==> src/rtl/stack_ctrl_if.sv <==
// Command-side handshake bundle for stack_ctrl: push/pop requests, completion and occupancy status.
// The master modport is the CPU control unit; the slave modport is the stack sequencer.
interface stack_ctrl_if #(
    parameter int DATA_BITS = 8
);
    logic                 push;
    logic                 pop;
    logic [DATA_BITS-1:0] wr_data;
    logic                 ready;
    logic                 ack;
    logic [DATA_BITS-1:0] rd_data;
    logic                 rd_valid;
    logic                 full;
    logic                 empty;
    logic                 err;

    modport master (
        output push, pop, wr_data,
        input  ready, ack, rd_data, rd_valid, full, empty, err
    );

    modport slave (
        input  push, pop, wr_data,
        output ready, ack, rd_data, rd_valid, full, empty, err
    );
endinterface

==> src/rtl/stack_ctrl.sv <==
// stack_ctrl: push/pop sequencer driving the external sp counter and synchronous stack RAM.
// Optional macro STACK_GUARD_EN: overflow/underflow commands are consumed without effect and set sticky err.
module stack_ctrl #(
    parameter int BITS      = 8,
    parameter int DATA_BITS = 8
) (
    input  logic                 clk,
    input  logic                 rst,
    stack_ctrl_if.slave          bus,
    input  logic [BITS-1:0]      sp,
    output logic                 sp_we,
    output logic                 sp_op,
    output logic [BITS-1:0]      mem_addr,
    output logic                 mem_we,
    output logic [DATA_BITS-1:0] mem_wdata,
    input  logic [DATA_BITS-1:0] mem_rdata
);
    typedef enum logic [2:0] {
        IDLE,
        PUSH,
        POP_DEC,
        POP_RD,
        POP_CAP
    } state_t;

    localparam logic [BITS:0] FULL_COUNT = {1'b1, {BITS{1'b0}}};
    localparam logic [BITS:0] COUNT_ONE  = (BITS + 1)'(1);

    state_t               state_q, state_d;
    logic [BITS:0]        count_q;
    logic [DATA_BITS-1:0] wdata_q;
    logic [DATA_BITS-1:0] rd_data_q;
    logic                 rd_valid_q;
    logic                 load_wdata;
    logic                 reject;
    logic                 guard_push;
    logic                 guard_pop;

    assign bus.ready    = (state_q == IDLE);
    assign bus.full     = (count_q == FULL_COUNT);
    assign bus.empty    = (count_q == '0);
    assign bus.rd_data  = rd_data_q;
    assign bus.rd_valid = rd_valid_q;

    // sp already points at the right slot in every state: next free slot for a push,
    // the decremented top-of-stack by the time POP_RD presents the read.
    assign mem_addr  = sp;
    assign mem_wdata = wdata_q;

`ifdef STACK_GUARD_EN
    logic err_q;

    assign guard_push = bus.full;
    assign guard_pop  = bus.empty;
    assign bus.err    = err_q;

    always_ff @(posedge clk or posedge rst) begin
        if (rst)         err_q <= 1'b0;
        else if (reject) err_q <= 1'b1;
    end
`else
    assign guard_push = 1'b0;
    assign guard_pop  = 1'b0;
    assign bus.err    = 1'b0;
`endif

    // NOTE: sequential state uses non-blocking assignments so every register samples pre-edge values.
    always_ff @(posedge clk or posedge rst) begin
        if (rst) state_q <= IDLE;
        else     state_q <= state_d;
    end

    always_ff @(posedge clk or posedge rst) begin
        if (rst)                     count_q <= '0;
        else if (state_q == PUSH)    count_q <= count_q + COUNT_ONE;
        else if (state_q == POP_DEC) count_q <= count_q - COUNT_ONE;
    end

    always_ff @(posedge clk or posedge rst) begin
        if (rst) begin
            rd_data_q  <= '0;
            rd_valid_q <= 1'b0;
        end else begin
            rd_valid_q <= (state_q == POP_CAP);
            if (state_q == POP_CAP) rd_data_q <= mem_rdata;
        end
    end

    // NOTE: the push-word holding register has no reset; it is only observed in PUSH, after a load.
    always_ff @(posedge clk) begin
        if (load_wdata) wdata_q <= bus.wr_data;
    end

    // NOTE: every combinational output gets a default first so no path infers a latch.
    always_comb begin
        state_d    = state_q;
        sp_we      = 1'b0;
        sp_op      = 1'b0;
        mem_we     = 1'b0;
        bus.ack    = 1'b0;
        load_wdata = 1'b0;
        reject     = 1'b0;

        unique case (state_q)
            IDLE: begin
                // Push wins a tie; a held pop is picked up on the next IDLE cycle.
                if (bus.push) begin
                    if (guard_push) begin
                        reject  = 1'b1;
                        bus.ack = 1'b1;
                    end else begin
                        load_wdata = 1'b1;
                        state_d    = PUSH;
                    end
                end else if (bus.pop) begin
                    if (guard_pop) begin
                        reject  = 1'b1;
                        bus.ack = 1'b1;
                    end else begin
                        state_d = POP_DEC;
                    end
                end
            end
            PUSH: begin
                mem_we  = 1'b1;
                sp_we   = 1'b1;
                sp_op   = 1'b1;
                bus.ack = 1'b1;
                state_d = IDLE;
            end
            POP_DEC: begin
                sp_we   = 1'b1;
                sp_op   = 1'b0;
                state_d = POP_RD;
            end
            POP_RD: begin
                state_d = POP_CAP;
            end
            POP_CAP: begin
                bus.ack = 1'b1;
                state_d = IDLE;
            end
            default: begin
                state_d = IDLE;
            end
        endcase
    end
endmodule

==> src/flat_wrapper.sv <==
// flat-port wrapper written by rule: the top's interface ports become plain ports
module stack_ctrl_flat 
#(
    parameter int BITS      = 8,
    parameter int DATA_BITS = 8
)
  (clk, rst, sp, sp_we, sp_op, mem_addr, mem_we, mem_wdata, mem_rdata, bus_push, bus_pop, bus_wr_data, bus_ready, bus_ack, bus_rd_data, bus_rd_valid, bus_full, bus_empty, bus_err);
  stack_ctrl_if #(.DATA_BITS(DATA_BITS)) bus_i ();
  input  logic clk;
  input  logic rst;
  input  logic [BITS-1:0] sp;
  output logic sp_we;
  output logic sp_op;
  output logic [BITS-1:0] mem_addr;
  output logic mem_we;
  output logic [DATA_BITS-1:0] mem_wdata;
  input  logic [DATA_BITS-1:0] mem_rdata;
  input wire logic [$bits(bus_i.push)-1:0] bus_push;
  input wire logic [$bits(bus_i.pop)-1:0] bus_pop;
  input wire logic [$bits(bus_i.wr_data)-1:0] bus_wr_data;
  output wire logic [$bits(bus_i.ready)-1:0] bus_ready;
  output wire logic [$bits(bus_i.ack)-1:0] bus_ack;
  output wire logic [$bits(bus_i.rd_data)-1:0] bus_rd_data;
  output wire logic [$bits(bus_i.rd_valid)-1:0] bus_rd_valid;
  output wire logic [$bits(bus_i.full)-1:0] bus_full;
  output wire logic [$bits(bus_i.empty)-1:0] bus_empty;
  output wire logic [$bits(bus_i.err)-1:0] bus_err;
  assign bus_i.push = bus_push;
  assign bus_i.pop = bus_pop;
  assign bus_i.wr_data = bus_wr_data;
  assign bus_ready = bus_i.ready;
  assign bus_ack = bus_i.ack;
  assign bus_rd_data = bus_i.rd_data;
  assign bus_rd_valid = bus_i.rd_valid;
  assign bus_full = bus_i.full;
  assign bus_empty = bus_i.empty;
  assign bus_err = bus_i.err;
  stack_ctrl #(.BITS(BITS), .DATA_BITS(DATA_BITS)) u_core (.clk(clk), .rst(rst), .bus(bus_i), .sp(sp), .sp_we(sp_we), .sp_op(sp_op), .mem_addr(mem_addr), .mem_we(mem_we), .mem_wdata(mem_wdata), .mem_rdata(mem_rdata));
endmodule
==> config.mk <==
export PLATFORM = sky130hd
export DESIGN_NAME = stack_ctrl_flat
export DESIGN_NICKNAME = d
export VERILOG_FILES = /design/src/rtl/stack_ctrl_if.sv /design/src/rtl/stack_ctrl.sv /design/src/flat_wrapper.sv
export SDC_FILE = /design/constraint.sdc
export NUM_CORES = 1
export LEC_CHECK = 0
export CORE_ASPECT_RATIO = 1.25
export CORE_UTILIZATION = 43
export DETAILED_ROUTE_END_ITERATION = 8
export PLACE_DENSITY = 0.81
export SLEW_MARGIN = 20
export SYNTH_ARGS = -nofsm -noshare
export SYNTH_HDL_FRONTEND = slang
export SYNTH_SLANG_ARGS = --single-unit
==> constraint.sdc <==
create_clock -name clk -period 2.75 [get_ports clk]
set_input_delay 0.4125 -clock clk [delete_from_list [all_inputs] [get_ports clk]]
set_output_delay 0.4125 -clock clk [all_outputs]
set_load 0.05 [all_outputs]
==> summary.md <==
| Metric | Value |
|---|---|
| Status | finished, final reports clean |
| Die Y | 67.9 um |
| Rel. slew slack | 0.467 |
| Final hold violations | 0 |
| Proportion of layout cells with a drive suffix above 1 | 0.171 |
| Vias in the first global route | 1086 |
| Htree depth | 2 |
| Part of the cycle the worst path needs | 0.922 |
| Crit Path Category | reg -> out |
| DR WL met2 | 1440 um |
| Slew @ Worst Pin | 799 ps |
| TritonCTS Buffers | 5 |
| Wl on met1 | 1130 um |
| Worst-path fanout max | 5 |
| Die width | 54.7 um |
| Vias per cell | 5.22 |
| CTS hold repair buffers | 0 |
| DRT iter0 DRCs | 20 |
| FF+latch count, synth | 29 |
| Fraction of the mapped netlist area in adder cells | 0.0720 |
| Detailed Route WL | 2970 um |
| Mapped Area | 0.00150 mm2 |
| Final routed DRC violation total | 0 |
| Largest family of logic cells by synthesized area | simple AND/OR/NAND/NOR gates |
| Worst hold endpoint | u_core.bus.rd_data[2]$_DFFE_PP0P_ |
| Cell at the slowest stage of the critical path | clkdlybuf4s50_1 |
| Xor/xnor share of the synthesized area | 0.0469 |
| Final Slew Violations | 0 |
| Synth cell types | 37 |
| CP top delay family | buffers and inverters |
| Maxcap violations | 0 |
| Final RePlAce weighted congestion | 0.898 |
| CTS sink count | 29 |
| Post-CTS Setup Bufs | 0 |
| Clock Path Buffers | 2 |
| Worst reg2reg path startpoint | u_core.state_q[1]$_DFFE_PP0P_ |
| Die area | 0.00372 mm2 |
| Top Ports | 61 |
| Seq/Total Area, Yosys | 0.512 |
| Total gr overflow | 0 |
| Worst reg2reg path depth | 9 |
| Ant. Diodes | 0 |
| Required @ worst endpoint | 2340 ps |
| First-pass GRT wire length | 4570 um |
| CTS tree | built |
| Largest net degree at the start of global routing | 22 |
| Resize count post-CTS | 0 |
| FILL cells | 263 |
| Buf/Inv on CP | 1 |
| NumNets Final | 199 |
| Net Count, Synth | 160 |
| Total Routing Usage GR | 0.174 |
| Synth Area in Compound Gates | 0.108 |
| Synth warn | 0 |
| WP data arrival | 2120 ps |
| Post-Synth Simple-Gate Area | 0.116 |
| Fin crit period | 2540 ps |
| R2r setup slk | 370 ps |
| Hold WC Path Type | reg -> reg |
| Drt pass-1 iters | 4 |
| Dpl hpwl | 2260 um |
| Worst reg2reg path endpoint | u_core.count_q[8]$_DFFE_PP0P_ |
| Initial Util | 0.460 |
| Vias | 1050 |
| Clock root buffer | clkbuf_8 |
| Wire length on met3 | 364 um |
| Port buffer count | 43 |
| Worst Setup End Kind | output pin |
| Mean Syn Cell Area | 12.1 um2 |
| Post-route ant nets | 0 |
| Worst Setup Start Kind | flop |
| Clk slew on worst S/H paths | 60 ps |
| Critical path's largest stage delay | 800 ps |
| FMAX | 394 MHz |
| Core area | 0.00325 mm2 |
| Final Skew | 3.44 ps |
| Row cnt | 23 |
| Antenna violations before repair | 0 |
| Clk_lat worst skew | 280 ps |
| Setup violations, final | 0 |
| Total Neg Setup Slack | 0 ps |
| RSZ-0062 raised after global routing | false |
| Multi-input gate area | 617 um2 |
| Mapped Cells | 124 |
| WHS Path Cells | 1 |
| Highest routing layer actually used | met4 |
| Multiplexer area fraction after synthesis | 0.0669 |
| Cells along the critical path | nor4_1, and3_1, clkdlybuf4s50_1 |
| Register area | 766 um2 |
| Critical hold path startpoint | u_core.bus.rd_data[2]$_DFFE_PP0P_ |
| Layout area overhead | 32.5% |
| WL per Instance | 14.8 um |
| CP Depth | 3 |
## logic make-up (layout without fill, tap and decap cells)
| family | count (synthesis) | after routing |
|---|---|---|
| AO/OA/AOI/OAI | 22 | 22 |
| XOR/XNOR | 8 | 8 |
| adder cells (fa/ha/maj) | 8 | 8 |
| buffers and inverters | 18 | 58 |
| flip-flops | 29 | 29 |
| multiplexers | 9 | 9 |
| other | 1 | 1 |
| AND/OR/NAND/NOR | 29 | 29 |
## metrics by stage
stage	setup WS [ps]	util	std cells	instance area [um2]	hold slack (ps)
2_1_floorplan	271	-	124	1500	389
3_3_place_gp	459	0.584	193	1900	487
3_5_place_dp	351	0.584	193	1900	498
4_1_cts	196	0.609	201	1980	511
5_1_grt	69.0	0.609	201	1980	538
6_report	213	0.609	201	1980	507
## area by class of cell
type,instances,share of cell area
clock buffers,5,0.0347
clock inverters,3,0.00632
inverters,6,0.0114
multi-input cells,77,0.311
flip-flops and latches,29,0.387
well taps,37,0.0234
repair buffers,44,0.226
## metal layers
layer / global-route usage / vias up
met3: 0.0778 / 6
met4: 0.0769 / 0
met5: 0 / -
li1: - / 495
met2: 0.289 / 60
met1: 0.183 / 489
## worst max-delay path by stage
stage	start	endpoint	slack (ps)
finish	u_core.count_q[0]$_DFFE_PP0P_	bus_full	210
detailed placement	u_core.state_q[1]$_DFFE_PP0P_	u_core.count_q[8]$_DFFE_PP0P_	350
global route	u_core.count_q[0]$_DFFE_PP0P_	bus_empty	70
floorplan	u_core.state_q[1]$_DFFE_PP0P_	u_core.count_q[8]$_DFFE_PP0P_	270
global placement	u_core.state_q[1]$_DFFE_PP0P_	u_core.count_q[8]$_DFFE_PP0P_	460
CTS	u_core.count_q[0]$_DFFE_PP0P_	bus_full	200
## worst reg2reg max path, cell delays in order, from the launching register on
cell,delay (ps)
dfrtp_1,460
nand2b_4,190
nor2_4,160
inv_1,160
ha_1,400
a21o_1,240
a31oi_1,160
a21boi_2,180
mux2i_1,220
xnor2_1,130
## cells in the mapped netlist, drive strengths merged
master | count | share of area
dfrtp | 21 | 0.35
buf | 12 | 0.060
edfxtp | 8 | 0.16
mux2 | 8 | 0.060
nand2 | 8 | 0.020
o21ai | 8 | 0.027
ha | 7 | 0.059
inv | 6 | 0.015
nor2 | 6 | 0.020
xor2 | 5 | 0.029
a21o | 4 | 0.026
a21oi | 4 | 0.016
nand2b | 3 | 0.023
nor3 | 3 | 0.010
xnor2 | 3 | 0.018
a31oi | 2 | 0.0084
and3 | 2 | 0.0092
nor4 | 2 | 0.0084
a211oi | 1 | 0.0084
a21boi | 1 | 0.0075
a221oi | 1 | 0.010
and2 | 1 | 0.0042
and3b | 1 | 0.0059
and4 | 1 | 0.0067
conb | 1 | 0.0025
fa | 1 | 0.013
mux2i | 1 | 0.0067
nor3b | 1 | 0.0050
o21bai | 1 | 0.0050
or2 | 1 | 0.0042
## cells in the final DEF, fill, tap and decap left out, drive strengths merged, types with 2 or more instances in the layout
cell,instances
a21o,4
a21oi,4
a31oi,2
and3,2
buf,2
clkbuf,5
clkdlybuf4s50,42
clkinv,3
dfrtp,21
edfxtp,8
ha,7
inv,6
mux2,8
nand2,8
nand2b,3
nor2,6
nor3,3
nor4,2
o21ai,8
xnor2,3
xor2,5
## registers in the layout (all words and copies together) (netlist names)
register	cells
u_core.mem_wdata	8
u_core.bus.rd_valid	1
u_core.bus.rd_data	8
u_core.state_q	3
u_core.count_q	9
Power is not shown: default switching activity piles up to over one toggle a cycle in this logic, so the estimate is an artifact.
